### src/rtl/cpu_defs_pkg.sv
// Shared CPU front-end definitions: fetch FSM states, reset vector and
// an alignment helper used by the IF stage.
package cpu_defs_pkg;

    typedef enum logic [1:0] {
        S_REQ  = 2'd0,
        S_WAIT = 2'd1,
        S_FULL = 2'd2
    } fetch_state_t;

    localparam logic [31:0] RESET_PC = 32'hBFC0_0000;

    function automatic logic is_word_aligned(input logic [31:0] addr);
        return (addr[1:0] == 2'b00);
    endfunction

endpackage

### src/rtl/fetch_buf.sv
// Single-entry IF/ID holding register for one fetched instruction, its PC
// and its address-error flag.
module fetch_buf
    import cpu_defs_pkg::*;
(
    input  logic        clk,
    input  logic        rst,
    input  logic        load,
    input  logic        inval,
    input  logic [31:0] inst_in,
    input  logic [31:0] pc_in,
    input  logic        adel_in,
    output logic        valid,
    output logic [31:0] inst,
    output logic [31:0] pc,
    output logic        adel
);

    logic        valid_reg;
    logic [31:0] inst_reg;
    logic [31:0] pc_reg;
    logic        adel_reg;

    // Contents survive an invalidate; only the valid flag drops.
    always_ff @(posedge clk) begin
        if (rst) begin
            valid_reg <= 1'b0;
            inst_reg  <= 32'd0;
            pc_reg    <= 32'd0;
            adel_reg  <= 1'b0;
        end else if (load) begin
            valid_reg <= 1'b1;
            inst_reg  <= inst_in;
            pc_reg    <= pc_in;
            adel_reg  <= adel_in;
        end else if (inval) begin
            valid_reg <= 1'b0;
        end
    end

    assign valid = valid_reg;
    assign inst  = inst_reg;
    assign pc    = pc_reg;
    assign adel  = adel_reg;

endmodule

### src/rtl/fetch_pc_ctrl.sv
// IF-stage controller: PC selection (exception > mispredict > prediction >
// sequential), one-outstanding instruction bus handshake and IF/ID buffer.
module fetch_pc_ctrl
    import cpu_defs_pkg::*;
#(
    parameter logic [31:0] RESET_PC = cpu_defs_pkg::RESET_PC
) (
    input  logic        clk,
    input  logic        rst,
    input  logic        stallF,
    input  logic        pred_takeD,
    input  logic [31:0] branch_targetD,
    input  logic        mispredE,
    input  logic [31:0] redirect_pcE,
    input  logic        excM,
    input  logic [31:0] exc_pcM,
    output logic        inst_req,
    output logic [31:0] inst_addr,
    input  logic        inst_addr_ok,
    input  logic        inst_data_ok,
    input  logic [31:0] inst_rdata,
    output logic        validF,
    output logic [31:0] instF,
    output logic [31:0] pcF,
    output logic        adelF
);

    fetch_state_t state_reg;
    logic [31:0]  pc_reg;
    logic [31:0]  req_pc_reg;
    logic         drop_reg;
    logic         pend_valid_reg;
    logic [31:0]  pend_target_reg;

    logic         redirect;
    logic [31:0]  redirect_pc;
    logic         pc_aligned;
    logic         accept;
    logic         buf_load;
    logic         buf_inval;
    logic [31:0]  buf_inst_in;
    logic [31:0]  buf_pc_in;
    logic         buf_adel_in;

    assign redirect    = excM | mispredE;
    assign redirect_pc = excM ? exc_pcM : redirect_pcE;
    assign pc_aligned  = is_word_aligned(pc_reg);
    assign accept      = (state_reg == S_REQ) && pc_aligned && inst_addr_ok;

    always_ff @(posedge clk) begin
        if (rst) begin
            state_reg       <= S_REQ;
            pc_reg          <= RESET_PC;
            req_pc_reg      <= 32'd0;
            drop_reg        <= 1'b0;
            pend_valid_reg  <= 1'b0;
            pend_target_reg <= 32'd0;
        end else begin
            case (state_reg)
                S_REQ: begin
                    if (accept) begin
                        req_pc_reg     <= pc_reg;
                        pc_reg         <= pend_valid_reg ? pend_target_reg : pc_reg + 32'd4;
                        pend_valid_reg <= 1'b0;
                        state_reg      <= S_WAIT;
                        if (redirect)
                            drop_reg <= 1'b1;
                    end else if (!pc_aligned && !redirect) begin
                        state_reg <= S_FULL;
                    end
                end
                S_WAIT: begin
                    if (inst_data_ok) begin
                        drop_reg  <= 1'b0;
                        state_reg <= (drop_reg || redirect) ? S_REQ : S_FULL;
                    end else if (redirect) begin
                        drop_reg <= 1'b1;
                    end
                end
                S_FULL: begin
                    if (!stallF || redirect)
                        state_reg <= S_REQ;
                end
                default: state_reg <= S_REQ;
            endcase

            // Later assignments override the sequential PC update above.
            if (redirect) begin
                pc_reg         <= redirect_pc;
                pend_valid_reg <= 1'b0;
            end else if (pred_takeD) begin
                if (state_reg == S_REQ && !accept) begin
                    pend_valid_reg  <= 1'b1;
                    pend_target_reg <= branch_targetD;
                end else begin
                    pc_reg <= branch_targetD;
                end
            end
        end
    end

    always_comb begin
        buf_load    = 1'b0;
        buf_inst_in = inst_rdata;
        buf_pc_in   = req_pc_reg;
        buf_adel_in = 1'b0;
        if (!redirect) begin
            if (state_reg == S_WAIT && inst_data_ok && !drop_reg) begin
                buf_load = 1'b1;
            end else if (state_reg == S_REQ && !pc_aligned) begin
                // Misaligned PC: deliver a bubble flagged with the address error.
                buf_load    = 1'b1;
                buf_inst_in = 32'd0;
                buf_pc_in   = pc_reg;
                buf_adel_in = 1'b1;
            end
        end
    end

    assign buf_inval = (state_reg == S_FULL) && (!stallF || redirect);

    fetch_buf u_fetch_buf (
        .clk     (clk),
        .rst     (rst),
        .load    (buf_load),
        .inval   (buf_inval),
        .inst_in (buf_inst_in),
        .pc_in   (buf_pc_in),
        .adel_in (buf_adel_in),
        .valid   (validF),
        .inst    (instF),
        .pc      (pcF),
        .adel    (adelF)
    );

    assign inst_req  = !rst && (state_reg == S_REQ) && pc_aligned;
    assign inst_addr = pc_reg;

endmodule
### config.mk
export PLATFORM = sky130hd
export DESIGN_NAME = fetch_pc_ctrl
export DESIGN_NICKNAME = d
export VERILOG_FILES = /design/src/rtl/cpu_defs_pkg.sv /design/src/rtl/fetch_buf.sv /design/src/rtl/fetch_pc_ctrl.sv
export SDC_FILE = /design/constraint.sdc
export NUM_CORES = 1
export LEC_CHECK = 0
export CORE_ASPECT_RATIO = 0.6
export CORE_MARGIN = 8
export CORE_UTILIZATION = 44
export DETAILED_ROUTE_END_ITERATION = 10
export GPL_TIMING_DRIVEN = 0
export PLACE_DENSITY = 0.82
export SLEW_MARGIN = 30
export SYNTH_ARGS = -nofsm -noshare
export SYNTH_HDL_FRONTEND = slang
export SYNTH_SLANG_ARGS = --single-unit
### constraint.sdc
create_clock -name clk -period 1.8 [get_ports clk]
set_input_delay 0.27 -clock clk [delete_from_list [all_inputs] [get_ports clk]]
set_output_delay 0.27 -clock clk [all_outputs]
set_load 0.05 [all_outputs]
After elaboration in Yosys (flattened, before gate mapping)
Cells that the tools add are included.

storage, ports and cells
  register bits = 166

operators by class
  bitwise gates (word level) = 2
  multiplexer cells = 34
  reduce and logical (&&, ||, !) cells = 27
  eq/ne operators = 6
  $add $sub $neg = 1

operators with widths
  operator                                                          number
  32-bit two-way mux                                                13
  32-bit by 3-bit adder with 32-bit output (second input constant)  1
  1-bit two-way mux                                                 14
  1-bit logical AND                                                 10
  2-bit two-way mux                                                 5
  1-bit logical NOT                                                 6
  2-bit inequality test (second input constant)                     3
  2-bit one-hot mux with 3 select lines                             1
  3-bit AND reduction                                               2
  2-bit logical NOT                                                 2
  2-bit AND reduction                                               2
  2-bit nonzero test                                                2
  3-bit inequality test (second input constant)                     1
  2-bit by 1-bit == test with 1-bit output (second input constant)  1
  2-bit == test (second input constant)                             1
  1-bit logical OR                                                  2
  1-bit one-hot mux with 2 select lines                             1
  2-bit OR reduction                                                1
  1-bit inverter                                                    1
  1-bit bitwise OR                                                  1

Depth between registers and ports, before layout
Gate-level depths: netlist (run 1).

  word-level depth = 8
  mapped depth = 9
  gate-level depth less buffers = 6

By module
A second synthesis (run 1) with hierarchy kept.

second synthesis, totals
  cells, all modules = 1051
  area, all modules = 8201.6 µm²

by module, submodules not included
  module         cells each  area each (µm²)  times used
  fetch_pc_ctrl  837         5815.6           1
  fetch_buf      214         2386.0           1

Least setup slack after synthesis (run 1)
No wires, ideal clock.

  path type = register to register
  from = reg pc_reg[12], in the netlist inst_addr[12]
  to = reg pc_reg[22], in the netlist inst_addr[22]
  slack = -0.481 ns
  arrival time = 2.157 ns
  library setup time = 0.125 ns
  cell stages (with the launch flop) = 7
  buffers on the path = 1
  clock period less this slack = 2.281 ns
  required time = 1.675 ns
  cells stage by stage = dfxtp_1 > clkbuf_2 > nand4_4 > or4_4 > o22ai_2 > a2111oi_1 > a2111o_1

between the ends
  longest elaborated chain between the ends = 7

RTL lines
  element                                     RTL line             text
  from (decl)                                 fetch_pc_ctrl.sv:29  logic [31:0] pc_reg;
  from (signal assigned)                      fetch_pc_ctrl.sv:63  pc_reg <= pend_valid_reg ? pend_target_reg : pc_reg + 32'd4;
  from (signal assigned)                      fetch_pc_ctrl.sv:89  pc_reg <= redirect_pc;
  from (signal assigned)                      fetch_pc_ctrl.sv:96  pc_reg <= branch_targetD;
  32-bit by 3-bit adder with 32-bit output *  fetch_pc_ctrl.sv:63
  32-bit two-way mux *                        fetch_pc_ctrl.sv:63
  32-bit two-way mux *                        fetch_pc_ctrl.sv:61  if (accept) begin
  32-bit two-way mux *                        fetch_pc_ctrl.sv:59  case (state_reg)
  32-bit two-way mux                          fetch_pc_ctrl.sv:92  if (state_reg == S_REQ && !accept) begin
  32-bit two-way mux *                        fetch_pc_ctrl.sv:91  end else if (pred_takeD) begin
  32-bit two-way mux *                        fetch_pc_ctrl.sv:88  if (redirect) begin

Every way passes the cells marked *; elsewhere a longest branch is shown, timed or not.
A chain may end at the register's enable or synchronous reset.

Worst setup path after layout (run 1)
  from = reg pc_reg[0], in the netlist inst_addr[0]
  to = reg pc_reg[28], in the netlist inst_addr[28]

between the ends
  longest elaborated chain between the ends = 8

RTL lines
  element                                                                                           RTL line
  parallel branches: the longest is 6 deep, another holds 32-bit by 3-bit adder with 32-bit output  n/a
  32-bit two-way mux *                                                                              fetch_pc_ctrl.sv:91
  32-bit two-way mux *                                                                              fetch_pc_ctrl.sv:88

Mark *: on every way between the ends.

==> impl_metrics.py, run 1 <==
metrics = {
    "power_and_ir_drop": {
        "switching_share": 0.352,
        "p_int_mw": 7.33,
        "power_frac_comb": 0.293,
        "vdd_drop_max_mv": 0.650,
        "clkPwrFrac": 0.341,
        "p_switching_mw": 3.98,
        "seqPwrFrac": 0.366,
        "power_density_nw_per_um2": 800,
        "power.total_mw": 11.3,
        "leakage_nw": 5.44,
    },
    "hold_path": {
        "hold_path_class": "primary input to flip-flop",
        "whs_path_depth": 3,
    },
    "timing": {
        "setup_violations": 145,
        "rsz0062_at_grt": "true",
        "hold_ws_ns": 0.371,
        "hold_viol_final": 0,
        "relSlewSlack": 0.490,
        "worstMarginPinSlew_ns": 0.765,
        "tns_ns": -13.72,
        "period_share": 1.15,
        "period_minus_slack_ns": 2.07,
        "fmax_mhz": 484,
        "drv_slew": 0,
        "finClkSkew_ns": 0.0161,
        "setup_ws_ns": -0.267,
    },
    "cells_and_area": {
        "fin_area_um2": 14100,
        "drive_above_1_share": 0.334,
        "nFillCells": 1149,
        "fin_cells": 1653,
        "nets": 1537,
        "area_growth_pct": 73.2,
        "antennaDiodeCount": 0,
        "utilization": 0.780,
    },
    "global_routing": {
        "antenna_found_initial": 1,
        "grt_pass1_wl_um": 56600,
        "grt_pass1_vias": 9289,
        "grt-ovfl-total": 0,
        "grt_usage": 0.318,
        "grt_max_degree": 17,
    },
    "synth": {
        "synth.distinct_cells": 86,
        "yosysSeqAreaShare": 0.407,
        "synth_nets": 1162,
        "netlist_instances": 1025,
        "syn_area_um2": 8160,
        "async_reset_ff_frac": 0,
        "synth_edf_count": 0,
        "synthFlopType": "dfxtp_1",
        "syn_avg_cell_area_um2": 7.96,
        "yosys_warnings": 0,
        "yosys_register_bits": 166,
    },
    "run_status": {
        "violations": "setup timing",
        "status": "finished, violations left",
    },
    "detailed_routing": {
        "drc": 0,
        "wl_per_cell_um": 26.5,
        "ant_nets": 0,
        "drt_iter0_drc": 1629,
        "firstDrtPassIters": 9,
        "vias": 10682,
        "wl_um": 43800,
        "via_per_inst": 6.46,
    },
    "floorplan": {
        "fp-row-count": 38,
        "io_pins": 235,
        "coreArea_um2": 18100,
        "die_h_um": 121,
        "initial_core_util": 0.450,
        "die-area_um2": 23300,
        "dieWidth_um": 192,
    },
    "critical_path": {
        "critPathKind": "flip-flop to flip-flop",
        "path_max_fanout": 6,
        "critical_path_arrival_ns": 2.46,
        "reg2reg_depth": 8,
        "crit_required_ns": 2.19,
        "critPathLaunchType": "flip-flop",
        "critPathCaptureType": "flip-flop",
    },
    "placed_design": {
        "gp_congestion": 1.01,
        "placed_cell_area_um2": 10900,
        "dp_cells": 1499,
        "post-place-ws_ns": -1.13,
        "dpl.hpwl_um": 26800,
        "io_buffer_count": 234,
    },
    "clocking": {
        "cts_tree": "done",
        "cts.reportedPaths.clkPinSlew_ns": 0.08,
        "clkSinkCount": 166,
        "cts_buffers": 17,
        "root_buffer": "clkbuf_16",
        "clk_latency_ns": 0.45,
        "clockBufferDepth": 2,
        "cts_hold_buf": 0,
        "h-tree-depth": 4,
    },
    "job": {
        "cap_violations": 0,
    },
}
==> cells by family (layout without fill, tap and decap cells) <==
kind of cell | Yosys count | in the layout | share of synthesized area
buffers and inverters | 111 | 499 | 0.0609
flip-flops | 166 | 166 | 0.407
adder cells (fa/ha/maj) | 1 | 1 | 0.00153
AND/OR/NAND/NOR | 396 | 396 | 0.230
XOR/XNOR | 3 | 3 | 0.00322
AO/OA/AOI/OAI | 311 | 311 | 0.251
multiplexers | 37 | 37 | 0.0455
==> per-layer routing <==
metal	wire, um	track usage	share of wire
met1	16400	0.425	0.37
met3	6660	0.126	0.15
met5	10	0	0.00023
met4	2390	0.107	0.055
met2	18300	0.457	0.42
==> worst paths after layout <==
kind                                      startpoint                   end  slack [ns]
worst max-delay path                    inst_addr[0]         inst_addr[28]       -0.27
worst min register to register  u_fetch_buf.inst[21]  u_fetch_buf.inst[21]        0.45
worst max register to register          inst_addr[0]         inst_addr[28]       -0.27
worst min-delay path                   inst_rdata[0]   u_fetch_buf.inst[0]        0.37
==> critical path: stages (launching register included) <==
cell      delay (ns)
dfxtp_4         0.37
or3b_1          0.39
buf_6           0.15
a21boi_4        0.27
buf_6           0.22
buf_12          0.13
nor4_4          0.03
nor3_2          0.25
a31o_2          0.19
==> layout by cell type (no fill, tap or decap), drive strengths merged, types with 6 or more instances in the layout <==
master / instances
o31ai: 6
mux2i: 36
nor4: 11
a211oi: 38
nor2b: 6
clkbuf: 72
dfxtp: 166
o22ai: 14
inv: 18
a311oi: 7
dlygate4sd2: 91
a221oi: 13
a31oi: 7
o21ai: 23
nor3: 15
a21oi: 135
clkdlybuf4s15: 7
and3: 10
nor2: 74
clkdlybuf4s50: 133
nand3: 15
nand2: 215
nand4: 17
a22oi: 6
or3: 7
buf: 169
==> power groups by stage <==
stage	Sequential [mW]	Clock (mW)	Combinational (mW)
2_1_floorplan	4.58	0	0.917
3_3_place_gp	4.16	0	2.36
3_5_place_dp	4.17	0	2.38
4_1_cts	4.09	3.78	2.73
5_1_grt	4.15	3.98	3.39
6_report	4.14	3.85	3.32
==> layout make-up <==
type / instances / area [um^2] / share of cell area
buffer: 84 / 723 / 0.0512
tap: 240 / 300 / 0.0212
sequential: 166 / 3420 / 0.242
multi-input combinational: 748 / 5360 / 0.379
inverter: 14 / 67.6 / 0.00478
timing repair buffer: 369 / 3680 / 0.260
clock inverter: 12 / 135 / 0.00956
clock buffer: 20 / 458 / 0.0324
==> synth_stat cells, types with 4 or more instances <==
| cell type | instances | area share |
|---|---|---|
| buf_2 | 27 | 0.017 |
| o2111ai_1 | 4 | 0.0043 |
| o31ai_1 | 6 | 0.0055 |
| a311oi_1 | 7 | 0.0075 |
| a211oi_1 | 38 | 0.035 |
| a31o_2 | 4 | 0.0043 |
| a22oi_1 | 6 | 0.0055 |
| o21a_1 | 4 | 0.0037 |
| a31oi_1 | 7 | 0.0054 |
| mux2i_1 | 36 | 0.044 |
| and3_1 | 10 | 0.0077 |
| nor4_1 | 8 | 0.0061 |
| clkbuf_1 | 55 | 0.025 |
| dfxtp_1 | 166 | 0.41 |
| buf_4 | 6 | 0.0055 |
| o21ai_0 | 21 | 0.013 |
| nor2_1 | 72 | 0.033 |
| nor3_1 | 10 | 0.0061 |
| a211o_1 | 4 | 0.0043 |
| a221oi_1 | 13 | 0.014 |
| a21oi_1 | 135 | 0.083 |
| a221o_1 | 5 | 0.0061 |
| nor2b_1 | 6 | 0.0046 |
| nand4_1 | 15 | 0.012 |
| o31a_1 | 5 | 0.0054 |
| nand2_1 | 215 | 0.099 |
| or3_1 | 7 | 0.0054 |
| buf_1 | 5 | 0.0023 |
| o22ai_1 | 13 | 0.010 |
| inv_1 | 12 | 0.0055 |
| nor3b_1 | 4 | 0.0037 |
| nor3_2 | 4 | 0.0049 |
| nand3_1 | 14 | 0.0086 |
==> timing repair <==
item / CTS / global route
gates resized for setup: 317 / 224
endpoints found under the hold margin: 0 / 0
setup buffers: 55 / 68
cloned: 4 / 9
pin swaps: 72 / 97
setup endpoints to repair: 262 / 159
(Power assumes the default switching activity.)
==> run 2, diff against run 1 <==
--- a/config.mk
+++ b/config.mk
@@ -11,6 +11,7 @@
 export DETAILED_ROUTE_END_ITERATION = 10
 export GPL_TIMING_DRIVEN = 0
 export PLACE_DENSITY = 0.82
+export SKIP_CTS_REPAIR_TIMING = 1
 export SLEW_MARGIN = 30
 export SYNTH_ARGS = -nofsm -noshare
 export SYNTH_HDL_FRONTEND = slang
==> run 2 against run 1 <==
  * The run still ends with setup timing left
  * Global-route usage fell by 2.3 points
  * Wire length fell by 10%
  * Hold slack improved by 0.0054 ns
  * Combinational power fell by 8.7%
  * Total power fell by 3.0%
  * Sequential power barely moved
  * Critical path depth fell by 1
  * Largest cell class unchanged
  * Largest power group unchanged
==> impl_metrics.py, run 2 (synthesis results as in run 1) <==
metrics = {
    "cells_and_area": {
        "nets": 1496,
        "antennaDiodeCount": 0,
        "drive_above_1_share": 0.239,
        "fin_cells": 1612,
        "nFillCells": 1297,
        "mostFrequentLayoutCell": "nand2_1",
        "utilization": 0.739,
        "fin_area_um2": 13400,
        "area_growth_pct": 64.1,
        "final_cell_mix": "205 x nand2_1, 137 x dfxtp_1, 133 x clkdlybuf4s50_1",
    },
    "critical_path": {
        "path_buf_inv": 3,
        "critPathLaunchType": "flip-flop",
        "crit_path_frequent_cell": "buf_4",
        "critical_path_arrival_ns": 2.42,
        "crit_slowest_cell": "nor3b_4",
        "critPathCaptureType": "flip-flop",
        "crit_required_ns": 2.10,
        "max_stage_delay_ns": 0.50,
        "path_max_fanout": 10,
        "path_delay_family": "compound AO/OA/AOI/OAI gates",
        "critPathKind": "flip-flop to flip-flop",
        "crit_chain": "nor3b_4, o21ai_4, buf_8, buf_4, buf_4, o31ai_1, a21oi_1",
    },
    "placed_design": {
        "gp_congestion": 1.01,
        "dp_cells": 1499,
        "post-place-ws_ns": -1.13,
        "dpl.hpwl_um": 26800,
        "placed_cell_area_um2": 10900,
        "io_buffer_count": 234,
    },
    "floorplan": {
        "fp-row-count": 38,
        "io_pins": 235,
        "initial_core_util": 0.450,
        "coreArea_um2": 18100,
        "die-area_um2": 23300,
        "die_h_um": 121,
        "dieWidth_um": 192,
    },
    "hold_path": {
        "hold_path_class": "primary input to flip-flop",
    },
    "detailed_routing": {
        "wl_per_cell_um": 24.4,
        "wl_um": 39400,
        "firstDrtPassIters": 7,
        "via_per_inst": 6.19,
        "vias": 9973,
        "ant_nets": 0,
        "drt_iter0_drc": 1343,
        "drc": 0,
    },
    "timing": {
        "period_share": 1.18,
        "relSlewSlack": 0.335,
        "setup_violations": 69,
        "hold_ws_ns": 0.376,
        "setup_ws_ns": -0.322,
        "finClkSkew_ns": 0.0172,
        "hold_viol_final": 0,
        "drv_slew": 0,
        "tns_ns": -9.77,
        "fmax_mhz": 471,
        "period_minus_slack_ns": 2.12,
        "rsz0062_at_grt": "true",
        "worstMarginPinSlew_ns": 0.998,
    },
    "global_routing": {
        "grt_usage": 0.295,
        "grt_pass1_vias": 8750,
        "antenna_found_initial": 2,
        "grt_max_degree": 17,
        "grt-ovfl-total": 0,
        "grt_pass1_wl_um": 52700,
    },
    "run_status": {
        "violations": "setup timing",
        "status": "finished, violations left",
    },
    "power_and_ir_drop": {
        "power.total_mw": 11.0,
        "vdd_drop_max_mv": 0.579,
        "p_int_mw": 7.21,
        "clkPwrFrac": 0.349,
        "p_switching_mw": 3.76,
        "power_frac_comb": 0.277,
        "switching_share": 0.343,
        "leakage_nw": 6.23,
        "seqPwrFrac": 0.374,
        "power_density_nw_per_um2": 819,
    },
    "clocking": {
        "h-tree-depth": 4,
        "clockBufferDepth": 2,
        "cts_tree": "done",
        "root_buffer": "clkbuf_16",
        "cts.reportedPaths.clkPinSlew_ns": 0.08,
        "clk_latency_ns": 0.44,
        "clkSinkCount": 166,
        "cts_buffers": 17,
    },
    "job": {
        "cap_violations": 0,
    },
}
-- run 2: final cells by class --
type	instances	area [um^2]	share of cell area
Timing Repair Buffer	320	3420	0.256
Sequential cell	166	3410	0.255
Inverter	14	56.3	0.00421
Clock inverter	12	135	0.0101
Multi-Input combinational cell	748	4820	0.360
Clock buffer	20	458	0.0342
Buffer	92	779	0.0582
Tap cell	240	300	0.0224
-- run 2: power by group through the flow --
stage	registers, mW	clock network [mW]	logic [mW]
3_5_place_dp	4.17	0	2.38
6_report	4.11	3.83	3.03
3_3_place_gp	4.16	0	2.36
5_1_grt	4.12	3.98	3.14
2_1_floorplan	4.58	0	0.917
4_1_cts	4.08	3.78	2.39
-- run 2: layer usage --
layer | up-vias | share of wire | track usage
met5 | - | 0.00069 | 0.0214
met2 | 751 | 0.42 | 0.427
met4 | 4 | 0.040 | 0.0771
met3 | 177 | 0.14 | 0.112
li1 | 4376 | - | -
met1 | 4665 | 0.40 | 0.401
-- run 2: final timing paths --
check                       startpoint                   end  slack (ns)  cells past startpoint
setup reg to reg          inst_addr[1]         inst_addr[17]       -0.32                      7
hold / removal          inst_rdata[23]  u_fetch_buf.inst[23]        0.38                      3
setup / recovery          inst_addr[1]         inst_addr[17]       -0.32                      7
hold reg to reg   u_fetch_buf.inst[10]  u_fetch_buf.inst[10]        0.45                      2
-- run 2: worst reg2reg max path, stage by stage, from the launching register on --
cell and delay, ns:
dfxtp_4 0.37, nor3b_4 0.50, o21ai_4 0.16, buf_8 0.18
buf_4 0.13, buf_4 0.19, o31ai_1 0.40, a21oi_1 0.07
==> run 3, diff against run 2 <==
--- a/config.mk
+++ b/config.mk
@@ -5,12 +5,14 @@
 export SDC_FILE = /design/constraint.sdc
 export NUM_CORES = 1
 export LEC_CHECK = 0
+export ABC_CLOCK_PERIOD_IN_PS = 1800
 export CORE_ASPECT_RATIO = 0.6
 export CORE_MARGIN = 8
-export CORE_UTILIZATION = 44
+export CORE_UTILIZATION = 35
 export DETAILED_ROUTE_END_ITERATION = 10
+export GPL_ROUTABILITY_DRIVEN = 0
 export GPL_TIMING_DRIVEN = 0
-export PLACE_DENSITY = 0.82
+export PLACE_DENSITY = 0.68
 export SKIP_CTS_REPAIR_TIMING = 1
 export SLEW_MARGIN = 30
 export SYNTH_ARGS = -nofsm -noshare
==> run 3 against run 2 <==
  * The flow still finishes with violations (setup timing)
  * Via count is 2.3% higher
  * Critical path type unchanged
  * Sequential share of layout area is 1.5 points lower
  * Clock-buffer cell count stayed put
  * Combinational power is 6.9% higher
  * Sequential power hardly changed
  * Hold slack worse by 0.0033 ns
  * Total power hardly changed
  * Largest power group unchanged
  * Clock power is 5.5% lower
  * Clock skew is 0.0072 ns lower
  * Cell count is 6.4% higher
==> impl_metrics.py, run 3 (synthesis results as in run 1) <==
metrics = {
    "timing": {
        "setup_ws_ns": -0.331,
        "period_share": 1.18,
        "period_minus_slack_ns": 2.13,
        "finClkSkew_ns": 0.0100,
        "relSlewSlack": 0.409,
        "fmax_mhz": 469,
        "drv_slew": 0,
        "worstMarginPinSlew_ns": 0.886,
        "rsz0062_at_grt": "true",
        "tns_ns": -13.45,
        "hold_ws_ns": 0.373,
        "setup_violations": 124,
        "hold_viol_final": 0,
    },
    "clocking": {
        "cts_tree": "done",
        "clkSinkCount": 166,
        "h-tree-depth": 4,
        "clockBufferDepth": 2,
        "cts_buffers": 17,
        "root_buffer": "clkbuf_16",
        "clk_latency_ns": 0.44,
        "cts.reportedPaths.clkPinSlew_ns": 0.07,
    },
    "detailed_routing": {
        "ant_nets": 0,
        "wl_um": 40600,
        "drc": 0,
        "via_per_inst": 5.95,
        "drt_iter0_drc": 1399,
        "vias": 10198,
        "firstDrtPassIters": 9,
        "wl_per_cell_um": 23.7,
    },
    "placed_design": {
        "post-place-ws_ns": -1.19,
        "io_buffer_count": 234,
        "dpl.hpwl_um": 27300,
    },
    "critical_path": {
        "critPathKind": "flip-flop to flip-flop",
        "crit_end": "inst_addr[28]",
        "path_max_fanout": 6,
        "critPathLaunchType": "flip-flop",
        "crit_required_ns": 2.13,
        "cp-startpoint": "inst_addr[0]",
        "r2r_start": "inst_addr[0]",
        "reg2reg_depth": 10,
        "critical_path_arrival_ns": 2.47,
        "r2r-end": "inst_addr[28]",
        "critPathCaptureType": "flip-flop",
        "rrSetupSlack_ns": -0.33,
    },
    "global_routing": {
        "grt_pass1_vias": 8649,
        "grt_pass1_wl_um": 53000,
        "grt-ovfl-total": 0,
        "grt_usage": 0.242,
        "antenna_found_initial": 1,
        "grt_max_degree": 17,
    },
    "floorplan": {
        "die_h_um": 134,
        "initial_core_util": 0.355,
        "fp-row-count": 43,
        "die-area_um2": 28600,
        "dieWidth_um": 213,
        "coreArea_um2": 23000,
        "io_pins": 235,
    },
    "cells_and_area": {
        "final-seq-area_um2": 3410,
        "area_growth_pct": 74.4,
        "mostFrequentLayoutCell": "nand2_1",
        "nFillCells": 1869,
        "nets": 1525,
        "final_cell_mix": "184 x nand2_1, 137 x dfxtp_1, 133 x clkdlybuf4s50_1",
        "antennaDiodeCount": 0,
        "multiInputGateArea_um2": 5160,
        "drive_above_1_share": 0.296,
    },
    "power_and_ir_drop": {
        "power.total_mw": 11.0,
        "leakage_nw": 6.50,
        "vdd_drop_max_mv": 0.699,
        "power_density_nw_per_um2": 772,
    },
    "run_status": {
        "status": "finished, violations left",
        "violations": "setup timing",
    },
    "job": {
        "cap_violations": 0,
    },
    "hold_path": {
        "hold_path_class": "primary input to flip-flop",
        "min_from": "inst_rdata[20]",
    },
}
[run 3: cell count changes in the layout (fill, tap and decap cells not counted), sizes merged]
cell | before | now
nand3 | 15 | 16
bufinv | 1 | 0
buf | 134 | 150
clkbuf | 65 | 78
inv | 19 | 20
dlymetal6s2s | 100 | 99
clkinv | 4 | 3
[run 3: final cells by class]
cell class / count / area share
plain buffers: 91 / 0.0570
multi-input cells: 749 / 0.363
clock inverters: 11 / 0.00598
well taps: 315 / 0.0277
repair buffers: 349 / 0.270
clock buffers: 20 / 0.0336
flip-flops and latches: 166 / 0.240
inverters: 14 / 0.00396
[run 3: where the power goes]
group	internal [mW]	switching, mW
registers	3.88	0.242
logic	1.42	1.82
clock network	1.94	1.68
[run 3: worst min-delay path by stage]
stage | end | cells past startpoint
after floorplan | drop_reg | 1
after global placement | req_pc_reg[4] | 2
after detailed placement | req_pc_reg[9] | 2
after CTS | u_fetch_buf.inst[28] | 3
after global routing | u_fetch_buf.inst[19] | 3
final | u_fetch_buf.inst[20] | 3
[run 3: per-stage QoR]
stage	cell area, um^2	util	instances
2_1_floorplan	8290	-	1025
3_3_place_gp	11000	0.480	1574
3_5_place_dp	11000	0.480	1574
4_1_cts	11600	0.504	1605
5_1_grt	14200	0.619	1715
6_report	14200	0.619	1715
[run 3: routing by layer]
layer | share of wire | vias to the layer above | track usage | wire length, um
met1 | 0.40 | 4758 | 0.330 | 16400
li1 | - | 4433 | - | -
met4 | 0.046 | 2 | 0.0787 | 1880
met2 | 0.42 | 813 | 0.340 | 16900
met5 | 0.00032 | - | 0 | 13
met3 | 0.13 | 192 | 0.0981 | 5390
[run 3: critical path, stage by stage, from the launching register on]
cell and delay (ns):
dfxtp_4 0.37, buf_6 0.12, nor3b_4 0.28, buf_4 0.18, buf_6 0.11, nand2_8 0.07, buf_12 0.15, buf_4 0.14
nor4_4 0.23, nor3_2 0.10, a31o_2 0.27
